<file path="src/rtl/botones_debounce_puertas_pkg.sv">
// Shared gate-select codes for the button front end and the game logic.
// Optional feature macro for the top level: BOTONES_TOGGLE_EN.
package botones_debounce_puertas_pkg;

  localparam int PUERTA_W = 3;

  localparam logic [PUERTA_W-1:0] PUERTA_OR   = 3'd0;
  localparam logic [PUERTA_W-1:0] PUERTA_AND  = 3'd1;
  localparam logic [PUERTA_W-1:0] PUERTA_XOR  = 3'd2;
  localparam logic [PUERTA_W-1:0] PUERTA_NOT  = 3'd3;
  localparam logic [PUERTA_W-1:0] PUERTA_NAND = 3'd4;
  localparam logic [PUERTA_W-1:0] PUERTA_NOR  = 3'd5;
  localparam logic [PUERTA_W-1:0] PUERTA_XNOR = 3'd6;
  localparam logic [PUERTA_W-1:0] PUERTA_CERO = 3'd7;

endpackage

</file>
<file path="src/rtl/boton_debounce_canal.sv">
// One button channel: two-flop synchroniser, saturating stability counter,
// debounced level and registered rise/fall pulses.
module boton_debounce_canal #(
  parameter int DEBOUNCE_CYCLES = 16
) (
  input  logic clk,
  input  logic reset,
  input  logic boton,
  output logic estable,
  output logic flanco_sub,
  output logic flanco_baj
);

  localparam int CNT_W = $clog2(DEBOUNCE_CYCLES);
  localparam logic [CNT_W-1:0] CNT_MAX = CNT_W'(DEBOUNCE_CYCLES - 1);

  logic             sync_p0;
  logic             sync_p1;
  logic [CNT_W-1:0] cnt;

  // Stage p0/p1: metastability filter; only sync_p1 reaches the counter.
  always_ff @(posedge clk or negedge reset) begin
    if (!reset) begin
      sync_p0    <= 1'b0;
      sync_p1    <= 1'b0;
      cnt        <= '0;
      estable    <= 1'b0;
      flanco_sub <= 1'b0;
      flanco_baj <= 1'b0;
    end else begin
      sync_p0    <= boton;
      sync_p1    <= sync_p0;
      flanco_sub <= 1'b0;
      flanco_baj <= 1'b0;
      if (sync_p1 == estable) begin
        cnt <= '0;
      end else if (cnt == CNT_MAX) begin
        // Accepting clears the counter, so it can never wrap.
        estable    <= sync_p1;
        cnt        <= '0;
        flanco_sub <= sync_p1;
        flanco_baj <= ~sync_p1;
      end else begin
        cnt <= cnt + 1'b1;
      end
    end
  end

endmodule

</file>
<file path="src/rtl/botones_debounce_puertas.sv">
// N-channel debounced button front end with a runtime-selected reduction gate.
// Define BOTONES_TOGGLE_EN to build the per-channel press-toggle register.
module botones_debounce_puertas
  import botones_debounce_puertas_pkg::*;
#(
  parameter int N_BOTONES       = 2,
  parameter int DEBOUNCE_CYCLES = 16
) (
  input  logic                 clk,
  input  logic                 reset,
  input  logic [N_BOTONES-1:0] botones,
  input  logic [2:0]           sel_puerta,
  output logic [N_BOTONES-1:0] estable,
  output logic [N_BOTONES-1:0] flanco_sub,
  output logic [N_BOTONES-1:0] flanco_baj,
  output logic                 puerta_out,
  output logic [N_BOTONES-1:0] conmutado
);

  function automatic logic puerta(input logic [N_BOTONES-1:0] v,
                                  input logic [PUERTA_W-1:0]  sel);
    logic r;
    r = 1'b0;
    case (sel)
      PUERTA_OR:   r = |v;
      PUERTA_AND:  r = &v;
      PUERTA_XOR:  r = ^v;
      PUERTA_NOT:  r = ~v[0];
      PUERTA_NAND: r = ~(&v);
      PUERTA_NOR:  r = ~(|v);
      PUERTA_XNOR: r = ~(^v);
      PUERTA_CERO: r = 1'b0;
      default:     r = 1'b0;
    endcase
    return r;
  endfunction

  for (genvar i = 0; i < N_BOTONES; i++) begin : g_canal
    boton_debounce_canal #(
      .DEBOUNCE_CYCLES(DEBOUNCE_CYCLES)
    ) u_canal (
      .clk       (clk),
      .reset     (reset),
      .boton     (botones[i]),
      .estable   (estable[i]),
      .flanco_sub(flanco_sub[i]),
      .flanco_baj(flanco_baj[i])
    );
  end

  // Stage p2: gate result registered one cycle behind estable/sel_puerta.
  always_ff @(posedge clk or negedge reset) begin
    if (!reset) begin
      puerta_out <= 1'b0;
    end else begin
      puerta_out <= puerta(estable, sel_puerta);
    end
  end

`ifdef BOTONES_TOGGLE_EN
  always_ff @(posedge clk or negedge reset) begin
    if (!reset) begin
      conmutado <= '0;
    end else begin
      conmutado <= conmutado ^ flanco_sub;
    end
  end
`else
  assign conmutado = '0;
`endif

endmodule

</file>
<file path="config.mk">
export PLATFORM = sky130hd
export DESIGN_NAME = botones_debounce_puertas
export DESIGN_NICKNAME = d
export VERILOG_FILES = /design/src/rtl/botones_debounce_puertas_pkg.sv /design/src/rtl/boton_debounce_canal.sv /design/src/rtl/botones_debounce_puertas.sv
export SDC_FILE = /design/constraint.sdc
export NUM_CORES = 1
export LEC_CHECK = 0
export ABC_CLOCK_PERIOD_IN_PS = 1180
export CORE_MARGIN = 5
export CORE_UTILIZATION = 44
export CTS_BUF_LIST = sky130_fd_sc_hd__clkbuf_16
export DETAILED_ROUTE_END_ITERATION = 12
export HOLD_SLACK_MARGIN = 0.05
export MAX_ROUTING_LAYER = met4
export PLACE_DENSITY_LB_ADDON = 0.12
export SLEW_MARGIN = 10
export SYNTH_ARGS = -nofsm -noshare
export SYNTH_HDL_FRONTEND = slang
export SYNTH_SLANG_ARGS = --single-unit
</file>
<file path="constraint.sdc">
create_clock -name clk -period 1.18 [get_ports clk]
set_input_delay 0.236 -clock clk [delete_from_list [all_inputs] [get_ports clk]]
set_output_delay 0.236 -clock clk [all_outputs]
set_load 0.05 [all_outputs]
</file>
==> metrics.txt <==
# TYPE chip_impl_metric gauge
chip_impl_metric{name="synthesis.area",unit="µm²"} 846
chip_impl_metric{name="worst_r2r_path_depth",unit=""} 5
chip_impl_metric{name="drt-vias-per-instance",unit=""} 4.79
chip_impl_info{name="cp_launch_type",value="flop"} 1
chip_impl_metric{name="grt_max_degree",unit=""} 20
chip_impl_metric{name="fp-row-count",unit=""} 15
chip_impl_metric{name="number_of_warnings_printed_during_yosys_synthesis",unit=""} 0
chip_impl_metric{name="grt.overflow.total",unit=""} 0
chip_impl_metric{name="setup_slack",unit="ns"} -0.0231
chip_impl_metric{name="yosysUniqueCellTypes",unit=""} 21
chip_impl_metric{name="layout_min_cycle_time",unit="ns"} 1.20
chip_impl_metric{name="totalWireLength",unit="µm"} 1330
chip_impl_info{name="crit-reg2reg-launch",value="g_canal[1].u_canal.estable"} 1
chip_impl_metric{name="finalMaxSlewViolations",unit=""} 0
chip_impl_metric{name="layout_worst_path_cycle_share",unit=""} 1.02
chip_impl_info{name="violations",value="setup timing"} 1
chip_impl_metric{name="avgRoutedWirePerCell",unit="µm"} 11.5
chip_impl_metric{name="clock_sinks",unit=""} 19
chip_impl_metric{name="setup_viol_count_final",unit=""} 2
chip_impl_metric{name="post-route-drc-count",unit=""} 0
chip_impl_metric{name="clock_transition_time_at_the_flip_flop_clock_pins_of_the_worst_setup_and_hold_paths",unit="ns"} 0.05
chip_impl_metric{name="cts_max_path_buffers",unit=""} 2
chip_impl_metric{name="cts.hold.buffers_added",unit=""} 0
chip_impl_metric{name="synthesis.instances",unit=""} 70
chip_impl_metric{name="core-area",unit="mm²"} 0.00178
chip_impl_info{name="critPathLaunch",value="g_canal[1].u_canal.estable"} 1
chip_impl_metric{name="power-per-cell-area",unit="mW/mm²"} 1230
chip_impl_metric{name="peakVddDrop",unit="V"} 0.000885
chip_impl_metric{name="drive_above_1_share",unit=""} 0.407
chip_impl_metric{name="dr.first_iter.drc_count",unit=""} 6
chip_impl_info{name="tritoncts_clock_tree",value="built"} 1
chip_impl_metric{name="timing_hold_violations_final",unit=""} 0
chip_impl_metric{name="fillerInstances",unit=""} 125
chip_impl_info{name="worst_setup_path_end_kind",value="flop"} 1
chip_impl_metric{name="dp.final_hpwl",unit="µm"} 966
chip_impl_metric{name="grt_pass1_vias",unit=""} 542
chip_impl_metric{name="clock_tree.htree_level_count",unit=""} 1
chip_impl_metric{name="layout.core_utilization",unit=""} 0.695
chip_impl_metric{name="synth.ff_latch_count",unit=""} 19
chip_impl_metric{name="pin_count",unit=""} 16
chip_impl_metric{name="track_usage",unit=""} 0.118
chip_impl_info{name="clk_root_buffer_cell",value="clkbuf_16"} 1
chip_impl_metric{name="syn_area_per_cell",unit="µm²"} 12.1
chip_impl_metric{name="antenna_found_initial",unit=""} 0
chip_impl_info{name="unrepaired_setup_endpoints_after_global_routing",value="true"} 1
chip_impl_metric{name="timing.hold.ws",unit="ns"} 0.324
chip_impl_metric{name="antenna_left",unit=""} 0
chip_impl_info{name="worst_hold_path_type",value="primary input to asynchronous set/reset pin"} 1
chip_impl_metric{name="die_h",unit="µm"} 53.8
chip_impl_metric{name="synthToLayoutAreaGrowth",unit="%"} 46.4
chip_impl_metric{name="worst_clock_skew",unit="ns"} 0.00106
chip_impl_metric{name="design.final.nets",unit=""} 103
chip_impl_info{name="worst-setup-path-type",value="flop to flop"} 1
chip_impl_metric{name="io_buffers",unit=""} 13
chip_impl_metric{name="worstPathMaxFanout",unit=""} 3
chip_impl_info{name="run_status",value="complete, but fails checks"} 1
chip_impl_metric{name="antenna_cells",unit=""} 0
chip_impl_metric{name="timing.critical_path.required",unit="ns"} 1.36
chip_impl_metric{name="tritoncts.num_buffers",unit=""} 3
chip_impl_metric{name="fmax",unit="MHz"} 831
chip_impl_metric{name="grt_pass1_wl",unit="µm"} 2300
chip_impl_metric{name="clock_latency_on_the_worst_skew_pair",unit="ns"} 0.24
chip_impl_metric{name="die-area",unit="mm²"} 0.00290
chip_impl_metric{name="power.total",unit="mW"} 1.53
chip_impl_metric{name="initial_core_util",unit=""} 0.474
chip_impl_metric{name="drt_pass1_iterations",unit=""} 4
chip_impl_metric{name="cellLeakagePower",unit="nW"} 0.550
chip_impl_metric{name="proportion_of_synthesized_chip_area_in_sequential_cells",unit=""} 0.562
chip_impl_metric{name="fp.dieW",unit="µm"} 53.8
chip_impl_metric{name="vias",unit=""} 556
chip_impl_metric{name="finalWeightedCongestion",unit=""} 0.754
chip_impl_metric{name="fin_tns_setup",unit="ns"} -0.0313
chip_impl_metric{name="worst-endpoint-arrival",unit="ns"} 1.38
chip_impl_metric{name="max_cap_viol_count",unit=""} 0
layer usage:
layer  track usage  share of wire
met3        0.0249          0.074
met5             -              0
met4        0.0766          0.011
met2         0.181           0.48
met1         0.138           0.43
where the power goes:
part	leakage (nW)	internal, mW	switching, mW
sequential	0.249	0.679	0.0234
clock	0.0409	0.453	0.220
combinational	0.260	0.0741	0.0765
stage by stage:
stage          instances  worst slack [ns]  area [µm²]
2_1_floorplan         71           -0.0229         872
3_3_place_gp         111            -0.179        1120
3_5_place_dp         111            -0.232        1120
4_1_cts              116           -0.0327        1210
5_1_grt              116           -0.0832        1240
6_report             116           -0.0231        1240
state kept, by name (all words and copies together) (netlist names):
register and flops:
g_canal.u_canal.cnt 8, g_canal.u_canal.estable 2, g_canal.u_canal.flanco_baj 2, g_canal.u_canal.flanco_sub 2, g_canal.u_canal.sync_p0 2, g_canal.u_canal.sync_p1 2
puerta_out 1
cells in the final DEF, fill, tap and decap left out:
master	count
nor2b_1	2
mux2_2	2
inv_2	2
nor2b_4	1
conb_1	2
clkbuf_16	3
buf_4	10
ha_4	1
xor2_1	1
o221a_1	1
xnor2_2	1
ha_2	2
xnor2_1	3
nand4b_1	2
nor2_1	2
nand2b_1	1
inv_1	2
o21ai_0	2
buf_12	7
mux2i_1	1
clkdlybuf4s50_1	6
ha_1	1
nor3b_2	1
nor3_1	2
nor3b_1	3
dfrtp_1	19
clkinv_2	1
a21oi_1	4
buf_6	1
a211o_2	1
nand3_2	2
a21oi_2	2
final timing paths:
check,slack [ns],end
min in group clk,0.35,g_canal[1].u_canal.sync_p1
max in group asynchronous,0.66,g_canal[1].u_canal.flanco_baj
max,-0.02,puerta_out
min,0.32,g_canal[0].u_canal.flanco_baj
max reg2reg,-0.02,puerta_out
min reg2reg,0.35,g_canal[1].u_canal.sync_p1
cells by family (layout without fill, tap and decap cells):
| logic type | Yosys count | after routing | synth area share |
|---|---|---|---|
| other | 1 | 2 | 0.00443 |
| and+or+nand+nor | 16 | 16 | 0.118 |
| DFF | 19 | 19 | 0.562 |
| muxes | 3 | 3 | 0.0385 |
| AOI/OAI and AO/OA | 10 | 10 | 0.0769 |
| buffers and inverters | 12 | 32 | 0.0888 |
| adders and majority gates | 4 | 4 | 0.0592 |
| xor gates and xnor gates | 5 | 5 | 0.0518 |
cell usage after synthesis:
library cell  count  area share
nand3_1           2       0.012
nor3_1            2       0.012
xor2_1            1       0.010
nand4b_1          2       0.021
a21oi_1           5       0.030
o221a_1           1       0.013
buf_4             8       0.071
a211o_2           1       0.012
nand2b_1          1      0.0074
o21ai_0           2       0.012
mux2_2            2       0.027
nor2_1            2      0.0089
ha_1              4       0.059
inv_1             4       0.018
xnor2_1           4       0.041
nor3b_1           4       0.036
nor2b_1           3       0.022
mux2i_1           1       0.012
dfrtp_1          19        0.56
conb_1            1      0.0044
a21oi_2           1       0.010
what timing repair did:
item	CTS	global route
setup endpoints to repair	3	10
buffers inserted	1	0
pin swaps	0	1
resized for setup	0	7
layout make-up:
class	count	area, µm²	area share
Clock buffer	3	75.1	0.0606
Clock inverter	1	5.00	0.00404
Inverter	4	15.0	0.0121
Multi-Input combinational cell	40	350	0.283
Sequential cell	19	475	0.384
Tap cell	25	31.3	0.0253
Timing Repair Buffer	24	287	0.231
worst max-delay path, stage by stage, from the launching register on:
cell and delay [ns]:
dfrtp_1 0.39, inv_2 0.07, ha_4 0.16, nor2b_4 0.11
a211o_2 0.27, a21oi_2 0.12
Power figures use the tool's default switching activity.
